[src/rtl/seq_detect_param_if.sv]
// Purpose: stream, configuration and result signals of seq_detect_param.
// master: drives serial data, configuration and counter clear; samples results.
// slave : the detector; samples inputs and drives out / match_count / cfg_err.
// MAX_LEN and CNT_W must match the parameters of the attached detector.
interface seq_detect_param_if #(
  parameter int unsigned MAX_LEN = 8,
  parameter int unsigned CNT_W   = 16
);
  localparam int unsigned LEN_W = $clog2(MAX_LEN + 1);

  logic               in;
  logic               in_valid;
  logic               cfg_load;
  logic [MAX_LEN-1:0] cfg_pattern;
  logic [LEN_W-1:0]   cfg_len;
  logic               cfg_overlap;
  logic               cnt_clr;
  logic               out;
  logic [CNT_W-1:0]   match_count;
  logic               cfg_err;

  modport master (
    output in, in_valid, cfg_load, cfg_pattern, cfg_len, cfg_overlap, cnt_clr,
    input  out, match_count, cfg_err
  );

  modport slave (
    input  in, in_valid, cfg_load, cfg_pattern, cfg_len, cfg_overlap, cnt_clr,
    output out, match_count, cfg_err
  );
endinterface

[src/rtl/seq_detect_param.sv]
// Purpose: runtime-programmable serial bit-sequence detector with saturating
// match counter.
// Ports:
//   clk - rising-edge clock
//   rst - asynchronous active-low reset
//   bus - seq_detect_param_if.slave:
//         in/in_valid          qualified serial bit
//         cfg_load/cfg_pattern/cfg_len/cfg_overlap  configuration load
//         cnt_clr              synchronous clear of match_count
//         out                  registered one-cycle match pulse
//         match_count          saturating match count
//         cfg_err              registered pulse on rejected configuration
module seq_detect_param #(
  parameter int unsigned       MAX_LEN     = 8,
  parameter int unsigned       DEF_LEN     = 7,
  parameter logic [MAX_LEN-1:0] DEF_PATTERN = MAX_LEN'(8'b0110_0111),
  parameter bit                DEF_OVERLAP = 1'b1,
  parameter int unsigned       CNT_W       = 16
) (
  input  logic               clk,
  input  logic               rst,
  seq_detect_param_if.slave  bus
);
  localparam int unsigned LEN_W = $clog2(MAX_LEN + 1);

  logic [MAX_LEN-1:0] pat_q,  pat_d;
  logic [LEN_W-1:0]   len_q,  len_d;
  logic               ovl_q,  ovl_d;
  logic [MAX_LEN-1:0] hist_q, hist_d;
  logic [LEN_W-1:0]   fill_q, fill_d;
  logic               out_q,  out_d;
  logic [CNT_W-1:0]   cnt_q,  cnt_d;
  logic               err_q,  err_d;

  logic [MAX_LEN-1:0] mask_c;
  logic [MAX_LEN-1:0] hist_n_c;
  logic [LEN_W-1:0]   fill_n_c;
  logic               cfg_ok_c;
  logic               match_c;

  // Datapath helpers: active-length mask, shifted history, match decision
  always_comb begin
    mask_c = '0;
    for (int unsigned i = 0; i < MAX_LEN; i++) begin
      mask_c[i] = (i < 32'(len_q));
    end
    hist_n_c = {hist_q[MAX_LEN-2:0], bus.in};
    fill_n_c = (32'(fill_q) >= MAX_LEN) ? LEN_W'(MAX_LEN) : fill_q + LEN_W'(1);
    cfg_ok_c = (bus.cfg_len != '0) && (32'(bus.cfg_len) <= MAX_LEN);
    // Bits above len are masked off on both sides so stale history never matters
    match_c  = bus.in_valid && !bus.cfg_load && (fill_n_c >= len_q) &&
               ((hist_n_c & mask_c) == (pat_q & mask_c));
  end

  // Next-state logic: cfg_load beats in_valid; counter clear is independent
  always_comb begin
    pat_d  = pat_q;
    len_d  = len_q;
    ovl_d  = ovl_q;
    hist_d = hist_q;
    fill_d = fill_q;
    out_d  = 1'b0;
    cnt_d  = cnt_q;
    err_d  = 1'b0;

    if (bus.cfg_load) begin
      if (cfg_ok_c) begin
        pat_d = bus.cfg_pattern;
        len_d = bus.cfg_len;
        ovl_d = bus.cfg_overlap;
      end else begin
        err_d = 1'b1;
      end
      hist_d = '0;
      fill_d = '0;
    end else if (bus.in_valid) begin
      hist_d = hist_n_c;
      out_d  = match_c;
      // Non-overlapping mode restarts the fill count so matched bits are not reused
      fill_d = (match_c && !ovl_q) ? '0 : fill_n_c;
    end

    if (bus.cnt_clr) begin
      cnt_d = '0;
    end else if (match_c && !(&cnt_q)) begin
      cnt_d = cnt_q + CNT_W'(1);
    end
  end

  // State registers
  always_ff @(posedge clk or negedge rst) begin
    if (!rst) begin
      pat_q  <= DEF_PATTERN;
      len_q  <= LEN_W'(DEF_LEN);
      ovl_q  <= DEF_OVERLAP;
      hist_q <= '0;
      fill_q <= '0;
      out_q  <= 1'b0;
      cnt_q  <= '0;
      err_q  <= 1'b0;
    end else begin
      pat_q  <= pat_d;
      len_q  <= len_d;
      ovl_q  <= ovl_d;
      hist_q <= hist_d;
      fill_q <= fill_d;
      out_q  <= out_d;
      cnt_q  <= cnt_d;
      err_q  <= err_d;
    end
  end

  assign bus.out         = out_q;
  assign bus.match_count = cnt_q;
  assign bus.cfg_err     = err_q;
endmodule

[src/flat_wrapper.sv]
// flat-port wrapper written by rule: the top's interface ports become plain ports
module seq_detect_param_flat 
#(
  parameter int unsigned       MAX_LEN     = 8,
  parameter int unsigned       DEF_LEN     = 7,
  parameter logic [MAX_LEN-1:0] DEF_PATTERN = MAX_LEN'(8'b0110_0111),
  parameter bit                DEF_OVERLAP = 1'b1,
  parameter int unsigned       CNT_W       = 16
)
  (clk, rst, bus_in, bus_in_valid, bus_cfg_load, bus_cfg_pattern, bus_cfg_len, bus_cfg_overlap, bus_cnt_clr, bus_out, bus_match_count, bus_cfg_err);
  seq_detect_param_if #(.MAX_LEN(MAX_LEN), .CNT_W(CNT_W)) bus_i ();
  input  logic clk;
  input  logic rst;
  input wire logic [$bits(bus_i.in)-1:0] bus_in;
  input wire logic [$bits(bus_i.in_valid)-1:0] bus_in_valid;
  input wire logic [$bits(bus_i.cfg_load)-1:0] bus_cfg_load;
  input wire logic [$bits(bus_i.cfg_pattern)-1:0] bus_cfg_pattern;
  input wire logic [$bits(bus_i.cfg_len)-1:0] bus_cfg_len;
  input wire logic [$bits(bus_i.cfg_overlap)-1:0] bus_cfg_overlap;
  input wire logic [$bits(bus_i.cnt_clr)-1:0] bus_cnt_clr;
  output wire logic [$bits(bus_i.out)-1:0] bus_out;
  output wire logic [$bits(bus_i.match_count)-1:0] bus_match_count;
  output wire logic [$bits(bus_i.cfg_err)-1:0] bus_cfg_err;
  assign bus_i.in = bus_in;
  assign bus_i.in_valid = bus_in_valid;
  assign bus_i.cfg_load = bus_cfg_load;
  assign bus_i.cfg_pattern = bus_cfg_pattern;
  assign bus_i.cfg_len = bus_cfg_len;
  assign bus_i.cfg_overlap = bus_cfg_overlap;
  assign bus_i.cnt_clr = bus_cnt_clr;
  assign bus_out = bus_i.out;
  assign bus_match_count = bus_i.match_count;
  assign bus_cfg_err = bus_i.cfg_err;
  seq_detect_param #(.MAX_LEN(MAX_LEN), .DEF_LEN(DEF_LEN), .DEF_PATTERN(DEF_PATTERN), .DEF_OVERLAP(DEF_OVERLAP), .CNT_W(CNT_W)) u_core (.clk(clk), .rst(rst), .bus(bus_i));
endmodule
[config.mk]
export PLATFORM = sky130hd
export DESIGN_NAME = seq_detect_param_flat
export DESIGN_NICKNAME = d
export VERILOG_FILES = /design/src/rtl/seq_detect_param_if.sv /design/src/rtl/seq_detect_param.sv /design/src/flat_wrapper.sv
export SDC_FILE = /design/constraint.sdc
export NUM_CORES = 1
export LEC_CHECK = 0
export BUFFER_PORTS_ARGS = -buffer_cell sky130_fd_sc_hd__buf_2
export CORE_UTILIZATION = 31
export CTS_CLUSTER_DIAMETER = 60
export DETAILED_ROUTE_END_ITERATION = 10
export SETUP_SLACK_MARGIN = 0.5
export SYNTH_ARGS = -nofsm -noshare
export SYNTH_HDL_FRONTEND = slang
export SYNTH_SLANG_ARGS = --single-unit
[constraint.sdc]
create_clock -name clk -period 3.1 [get_ports clk]
set_input_delay 0.155 -clock clk [delete_from_list [all_inputs] [get_ports clk]]
set_output_delay 0.155 -clock clk [all_outputs]
set_load 0.05 [all_outputs]
==> summary.txt, run 1 <==
Floorplan
  • Die area: about 8200 um^2
  • Die span in y: about 91 um
  • Width of the die: a little over 90 um
  • IO Count: 37
  • Row cnt: 31
  • Core Footprint: between 7000 and 8000 um^2
  • Initial Utilization: 0.328

STA
  • Tcrit/Tclk final: 0.808
  • Fin Hold WS: -0.0115 ns
  • Final TNS setup: 0 ns
  • Final Skew: 0.00793 ns
  • Slew @ Worst Pin: 0.936 ns
  • Minimum clock period: about 2.5 ns
  • Hold Vio Cnt, Final: 7
  • Max Clk Rate: 0.399 GHz
  • Max Slew Vio Count: 0
  • Max transition margin: 0.376
  • RSZ-0062 raised after global routing: false
  • Setup Viol. Count Final: 0

Logic synthesis
  • Syn Area/Cell: 10.4 um^2
  • Mapped Cells: about 240
  • Cell variety after synth: 37
  • Syn Nets: ~260
  • Yosys warns: 0
  • Register bit total from synthesis: between 40 and 50
  • Post-synthesis sequential area ratio: 0.437
  • Post-synthesis cell area: 2430 um^2

Clock network
  • Maximum buffer depth of the clock tree: 2
  • Clk Latency, worst-skew pair: about 0.30 ns
  • Root buffer cell: clkbuf_8
  • Clock slew at reported path FFs: 0.09 ns
  • CTS tree: done
  • TritonCTS Buffers: 5
  • Clock Sinks: between 40 and 50
  • Hold-fix buffers, CTS: 0
  • H-tree levels: 2

Routing
  • Remaining antenna violation count after routing: 0
  • Vias: about 1,900
  • Via density per instance: around 5.1
  • Initial DRC Count: just under 70
  • Final WL: about 5200 um
  • Average wire per standard cell: ~14 um
  • DRC viols: 0
  • First-pass DRT Iterations: 4

GRT
  • Grt ovf: 0
  • First-pass GRT wire length: 8730 um
  • Aggregate global-route resource usage: 0.129
  • Largest net degree at the start of global routing: 43
  • Vias in the first global route: 1,845
  • Initial antenna violation count: 0

Layout
  • Antenna Diode Count: 0
  • Fin nets: roughly 300
  • Most common cell after layout, fill and taps aside: buf_2
  • Area Growth Syn to Fin: 16.7%
  • Register Area: around 1100 um^2
  • # fillers: approximately 720
  • Multi-input logic area: roughly 1300 um^2
  • Most frequent cells in the layout: buf_2 (36), dfrtp_1 (33), nor2_1 (29)
  • Share of cells above drive strength 1: 0.304

Setup path
  • Worst EP arrival: approximately 2.7 ns
  • CP Max Fanout: 13
  • Critical path startpoint: u_core.len_q[2]
  • Setup CP Type: register to register
  • Worst r2r dst: u_core.bus.match_count[4]
  • CP endpoint kind: register
  • Reg2reg path depth: 5
  • Register-to-register setup slack: 0.60 ns
  • Critical Path Start Type: register
  • Worst EP required: around 3.3 ns
  • Reg2Reg Launch Point: u_core.len_q[2]

Power and ir drop
  • Pwr dens: around 460 nW/um^2
  • Pleak: 1.22 nW
  • VDD IR max: ~0.00014 V
  • Final Power: ~1.3 mW

Outcome
  • Failing checks: hold timing
  • Status: complete, but fails checks

Placement
  • GP Congestion: between 0.7 and 0.8
  • PortBufs: 36
  • Hpwl dp: roughly 3500 um

Min path
  • Hold Path Class: input pin to async pin

Job
  • Max Cap Viol: 0
-- sequential cells by signal, summed over array words and instances, names as in the netlist --
signal / cells
u_core.bus.match_count: 16
u_core.pat_q: 8
u_core.hist_q: 7
u_core.fill_q: 4
u_core.len_q: 4
u_core.bus.cfg_err: 1
u_core.bus.out: 1
u_core.ovl_q: 1
-- critical path, cell delays in order, from the launching register on --
cell	delay [ns]
dfstp_2	0.58
nor4b_2	0.23
o221ai_1	0.23
a2111o_2	0.63
nor4_2	0.36
mux2_1	0.35
-- worst max-delay path by stage --
stage,end,slack [ns]
2_1_floorplan,u_core.bus.match_count[10],0.58
3_3_place_gp,u_core.bus.match_count[6],0.49
3_5_place_dp,u_core.bus.match_count[6],0.41
4_1_cts,u_core.bus.match_count[5],0.52
5_1_grt,u_core.bus.match_count[6],0.51
6_report,u_core.bus.match_count[4],0.60
-- cells by family after synthesis --
| logic type | after synthesis | share of synthesized area |
|---|---|---|
| buffers and inverters | 20 | 0.0376 |
| xor gates and xnor gates | 10 | 0.0360 |
| adders and majority gates | 7 | 0.0360 |
| AOI/OAI and AO/OA | 25 | 0.0730 |
| and+or+nand+nor | 100 | 0.241 |
| DFF | 42 | 0.437 |
| muxes | 31 | 0.139 |
-- report_power, final --
part,total (mW),switching (mW),internal (mW),leakage (nW)
registers,0.635,0.0359,0.599,0.545
logic,0.228,0.133,0.0946,0.620
clock network,0.446,0.205,0.242,0.0585
-- cells in the mapped netlist (all sizes together) --
cell type  number  share of area
o32ai           1         0.0036
or4             4          0.012
o311ai          3          0.011
dfstp           9          0.097
nor2           30          0.046
a2111o          2         0.0093
and3            1         0.0026
nor4           10          0.039
dfrtp          33           0.34
o22ai           1         0.0026
nand2b          8          0.021
clkbuf          7          0.011
nor3            4         0.0082
o221ai          2         0.0072
ha              7          0.036
mux2i           8          0.033
buf             5          0.014
nor4b           4          0.022
mux2           23           0.11
and2            1         0.0026
nor3b           1         0.0031
o31ai           4          0.012
a31o            1         0.0036
nand2           9          0.014
a21oi           9          0.019
a31oi           2         0.0051
xnor2          10          0.036
nand4           5          0.013
nand3           8          0.016
nor2b          12          0.031
inv             8          0.012
and4            3          0.011
-- metal layers --
layer  up-vias  global-route usage  wire [um]  share of wire
li1        919                   -          -              -
met1       937               0.165       2400           0.46
met2        30               0.217       2580           0.50
met3         6              0.0202        121          0.023
met4         0              0.0484         76          0.015
met5         -                   0          0              0
-- cell type report --
type,instances,area share
clock buffers,5,0.0243
flip-flops and latches,42,0.374
well taps,99,0.0437
inverters,8,0.0106
clock inverters,3,0.0154
multi-input cells,174,0.463
repair buffers,38,0.0688
-- stage by stage --
| stage | hold slack [ns] | std cells | setup slack (ns) | util | area, um^2 |
|---|---|---|---|---|---|
| 2_1_floorplan | -0.141 | 235 | 0.578 | - | 2430 |
| 5_1_grt | 0.0759 | 369 | 0.513 | 0.383 | 2840 |
| 3_3_place_gp | 0.362 | 360 | 0.486 | 0.363 | 2690 |
| 4_1_cts | 0.0356 | 368 | 0.522 | 0.379 | 2810 |
| 3_5_place_dp | 0.364 | 360 | 0.406 | 0.363 | 2690 |
| 6_report | -0.0115 | 369 | 0.595 | 0.383 | 2840 |
-- timing repair --
| item | in CTS | in global routing |
|---|---|---|
| buffers inserted | 0 | 0 |
| pin swaps | 0 | 1 |
| gates resized for setup | 2 | 4 |
| endpoints found under the setup margin | 14 | 13 |
| gates cloned | 0 | 1 |
No activity file was read; power rests on OpenSTA's default activity.
==> run 2, diff against run 1 <==
==> constraint.sdc (replaced) <==
create_clock -name clk -period 2.1 [get_ports clk]
set_input_delay 0.105 -clock clk [delete_from_list [all_inputs] [get_ports clk]]
set_output_delay 0.105 -clock clk [all_outputs]
set_load 0.05 [all_outputs]
==> summary.txt, run 2 (synthesized netlist as in run 1, its figures left out) <==
Setup path
  • Worst EP arrival: 2.54 ns (-0.15 ns)
  • Worst path max stage delay: 0.44 ns (-0.19 ns)
  • Setup CP Type: register to register
  • CP top delay family: adder cells
  • Critical Path Start Type: register
  • Reg2reg path depth: 10 (+5)
  • CP endpoint kind: register
  • Worst Path Buf+Inv: 3 (+3)
  • CP cell instances: inv_1 > ha_4 > nor2b_4 > ha_4 > a2111o_1 > buf_6 > buf_6 > nand4_1 > nor4_4 > mux2_4
  • Worst EP required: 2.29 ns (-0.99 ns)
  • CP Max Fanout: 4 (-9)
  • Crit-path slowest cell: a2111o_1
  • Critical Path Stages: 10 (+5)

STA
  • Final setup margin: -0.250 ns (-0.845 ns)
  • Final Skew: 0.00240 ns (-0.00553 ns)
  • RSZ-0062 raised after global routing: true
  • Max Clk Rate: 0.426 GHz (+6.6%)
  • Max transition margin: 0.406 (+0.0295)
  • Setup Viol. Count Final: 21 (+21)
  • Minimum clock period: 2.35 ns (-0.155 ns)
  • Max Slew Vio Count: 0 (unchanged)
  • Tcrit/Tclk final: 1.12 (+0.311)
  • Fin Hold WS: 0.0320 ns (+0.0435 ns)
  • Final TNS setup: -3.96 ns (-3.96 ns)
  • Slew @ Worst Pin: 0.891 ns (-0.0443 ns)
  • Hold Vio Cnt, Final: 0 (-7)

Placement
  • Hpwl dp: 3860 um (+9.1%)
  • Area after DPL: 2910 um^2 (+8.0%)
  • PortBufs: 36 (unchanged)
  • GP Congestion: 0.760 (+0.93%)

GRT
  • Initial antenna violation count: 0 (unchanged)
  • Vias in the first global route: 2,090 (+13%)
  • Aggregate global-route resource usage: 0.143 (+0.0147)
  • Grt ovf: 0 (unchanged)
  • First-pass GRT wire length: 9570 um (+9.6%)
  • Largest net degree at the start of global routing: 39 (-9.3%)

Clock network
  • CTS tree: done
  • Clock Sinks: 42 (unchanged)
  • TritonCTS Buffers: 5 (unchanged)
  • H-tree levels: 2 (unchanged)
  • Root buffer cell: clkbuf_8
  • Clk Latency, worst-skew pair: 0.30 ns (about the same)
  • Clock slew at reported path FFs: 0.09 ns (about the same)
  • Maximum buffer depth of the clock tree: 2 (unchanged)

Layout
  • Most common cell after layout, fill and taps aside: buf_2
  • Multi-input logic area: 1530 um^2 (+16%)
  • Post-route cell area: 3300 um^2 (+16%)
  • Share of cells above drive strength 1: 0.453 (+0.149)
  • Most frequent cells in the layout: buf_2 (36), nor2_1 (28), dfrtp_1 (27)
  • # fillers: 684 (-5.3%)
  • Area Growth Syn to Fin: 35.5%
  • Max reg flops: 16 (unchanged)
  • Antenna Diode Count: 0 (unchanged)
  • Register Area: 1070 um^2 (+0.71%)
  • Fin nets: 323 (+9.5%)

Routing
  • Remaining antenna violation count after routing: 0 (unchanged)
  • Initial DRC Count: 74 (+8.8%)
  • DRC viols: 0 (unchanged)
  • Via density per instance: 5.06 (-1.4%)
  • Average wire per standard cell: 14.4 um (+2.7%)
  • Vias: 2,007 (+6.1%)
  • Final WL: 5720 um (+11%)
  • First-pass DRT Iterations: 4 (unchanged)

Floorplan
  • Die area: 8200 um^2 (unchanged)
  • Width of the die: 90.6 um (unchanged)
  • Die span in y: 90.6 um (unchanged)
  • IO Count: 37 (unchanged)
  • Initial Utilization: 0.328 (unchanged)
  • Row cnt: 31 (unchanged)
  • Core Footprint: 7410 um^2 (unchanged)

Power and ir drop
  • Part of the power in the clock network: 0.313 (-0.028)
  • Sw Share: 0.300 (+0.0143)
  • Comb power frac: 0.245 (+0.071)
  • Pwr dens: 646 nW/um^2 (+40%)
  • Pleak: 1.40 nW (+14%)
  • VDD IR max: 0.000237 V (+67%)
  • Sw Pwr: 0.638 mW (+71%)
  • Final Power: 2.13 mW (+63%)
  • Int Power: 1.49 mW (+59%)
  • Sequential fraction of design power: 0.443 (-0.042)

Job
  • Max Cap Viol: 0 (unchanged)

Outcome
  • Failing checks: setup timing
  • Status: complete, but fails checks

Min path
  • Worst hold stages: 2
  • Hold Path Class: input pin to register
run 2: worst paths after layout:
| path | start | slack [ns] | endpoint |
|---|---|---|---|
| setup / recovery | u_core.fill_q[0] | -0.25 | u_core.bus.match_count[13] |
| hold / removal | bus_cfg_pattern[7] | 0.03 | u_core.pat_q[7] |
| setup reg to reg | u_core.fill_q[0] | -0.25 | u_core.bus.match_count[13] |
| hold reg to reg | u_core.pat_q[7] | 0.54 | u_core.pat_q[7] |
| max in group asynchronous | rst | 0.93 | u_core.pat_q[6] |
| min in group asynchronous | rst | 0.47 | u_core.bus.match_count[4] |
run 2: power groups by stage:
stage | Sequential (mW) | Clock (mW) | Combinational [mW]
after floorplan | 0.942 | 0 | 0.251
after global placement | 0.953 | 0 | 0.363
after detailed placement | 0.956 | 0 | 0.370
after CTS | 0.941 | 0.679 | 0.431
after global routing | 0.949 | 0.717 | 0.569
final | 0.942 | 0.666 | 0.521
run 2: timing repair:
item / in CTS / in global routing
cloned: 0 / 1
hold buffers: 1 / 0
endpoints found under the hold margin: 33 / 0
setup buffers: 2 / 3
pin swaps: 7 / 11
gates resized for setup: 21 / 18
setup endpoints to repair: 21 / 21
run 2: area by class of cell:
cell class | instances | share of cell area
repair buffers | 66 | 0.131
inverters | 8 | 0.00911
well taps | 99 | 0.0376
multi-input cells | 174 | 0.463
clock inverters | 3 | 0.0137
flip-flops and latches | 42 | 0.324
clock buffers | 5 | 0.0209
run 2: worst reg2reg max path, delay by kind of cell (launching register included):
| kind | cells | cell delay, ns |
|---|---|---|
| adders and majority gates | 2 | 0.47 |
| and+or+nand+nor | 3 | 0.33 |
| muxes | 1 | 0.29 |
| AOI/OAI and AO/OA | 1 | 0.44 |
| buffers and inverters | 3 | 0.32 |
| DFF | 1 | 0.39 |
run 2: stage by stage:
stage / cells / utilization / worst slack (ns)
after CTS: 393 / 0.427 / -0.252
after floorplan: 235 / - / -0.200
final: 397 / 0.445 / -0.250
after global routing: 397 / 0.445 / -0.311
after global placement: 382 / 0.392 / -0.232
after detailed placement: 382 / 0.392 / -0.303
run 2: layer usage:
metal,track usage,share of wire,up-vias
met5,0,0,-
met2,0.244,0.49,24
met3,0.0269,0.019,6
met4,0.0578,0.015,0
met1,0.178,0.47,1007
li1,-,-,970
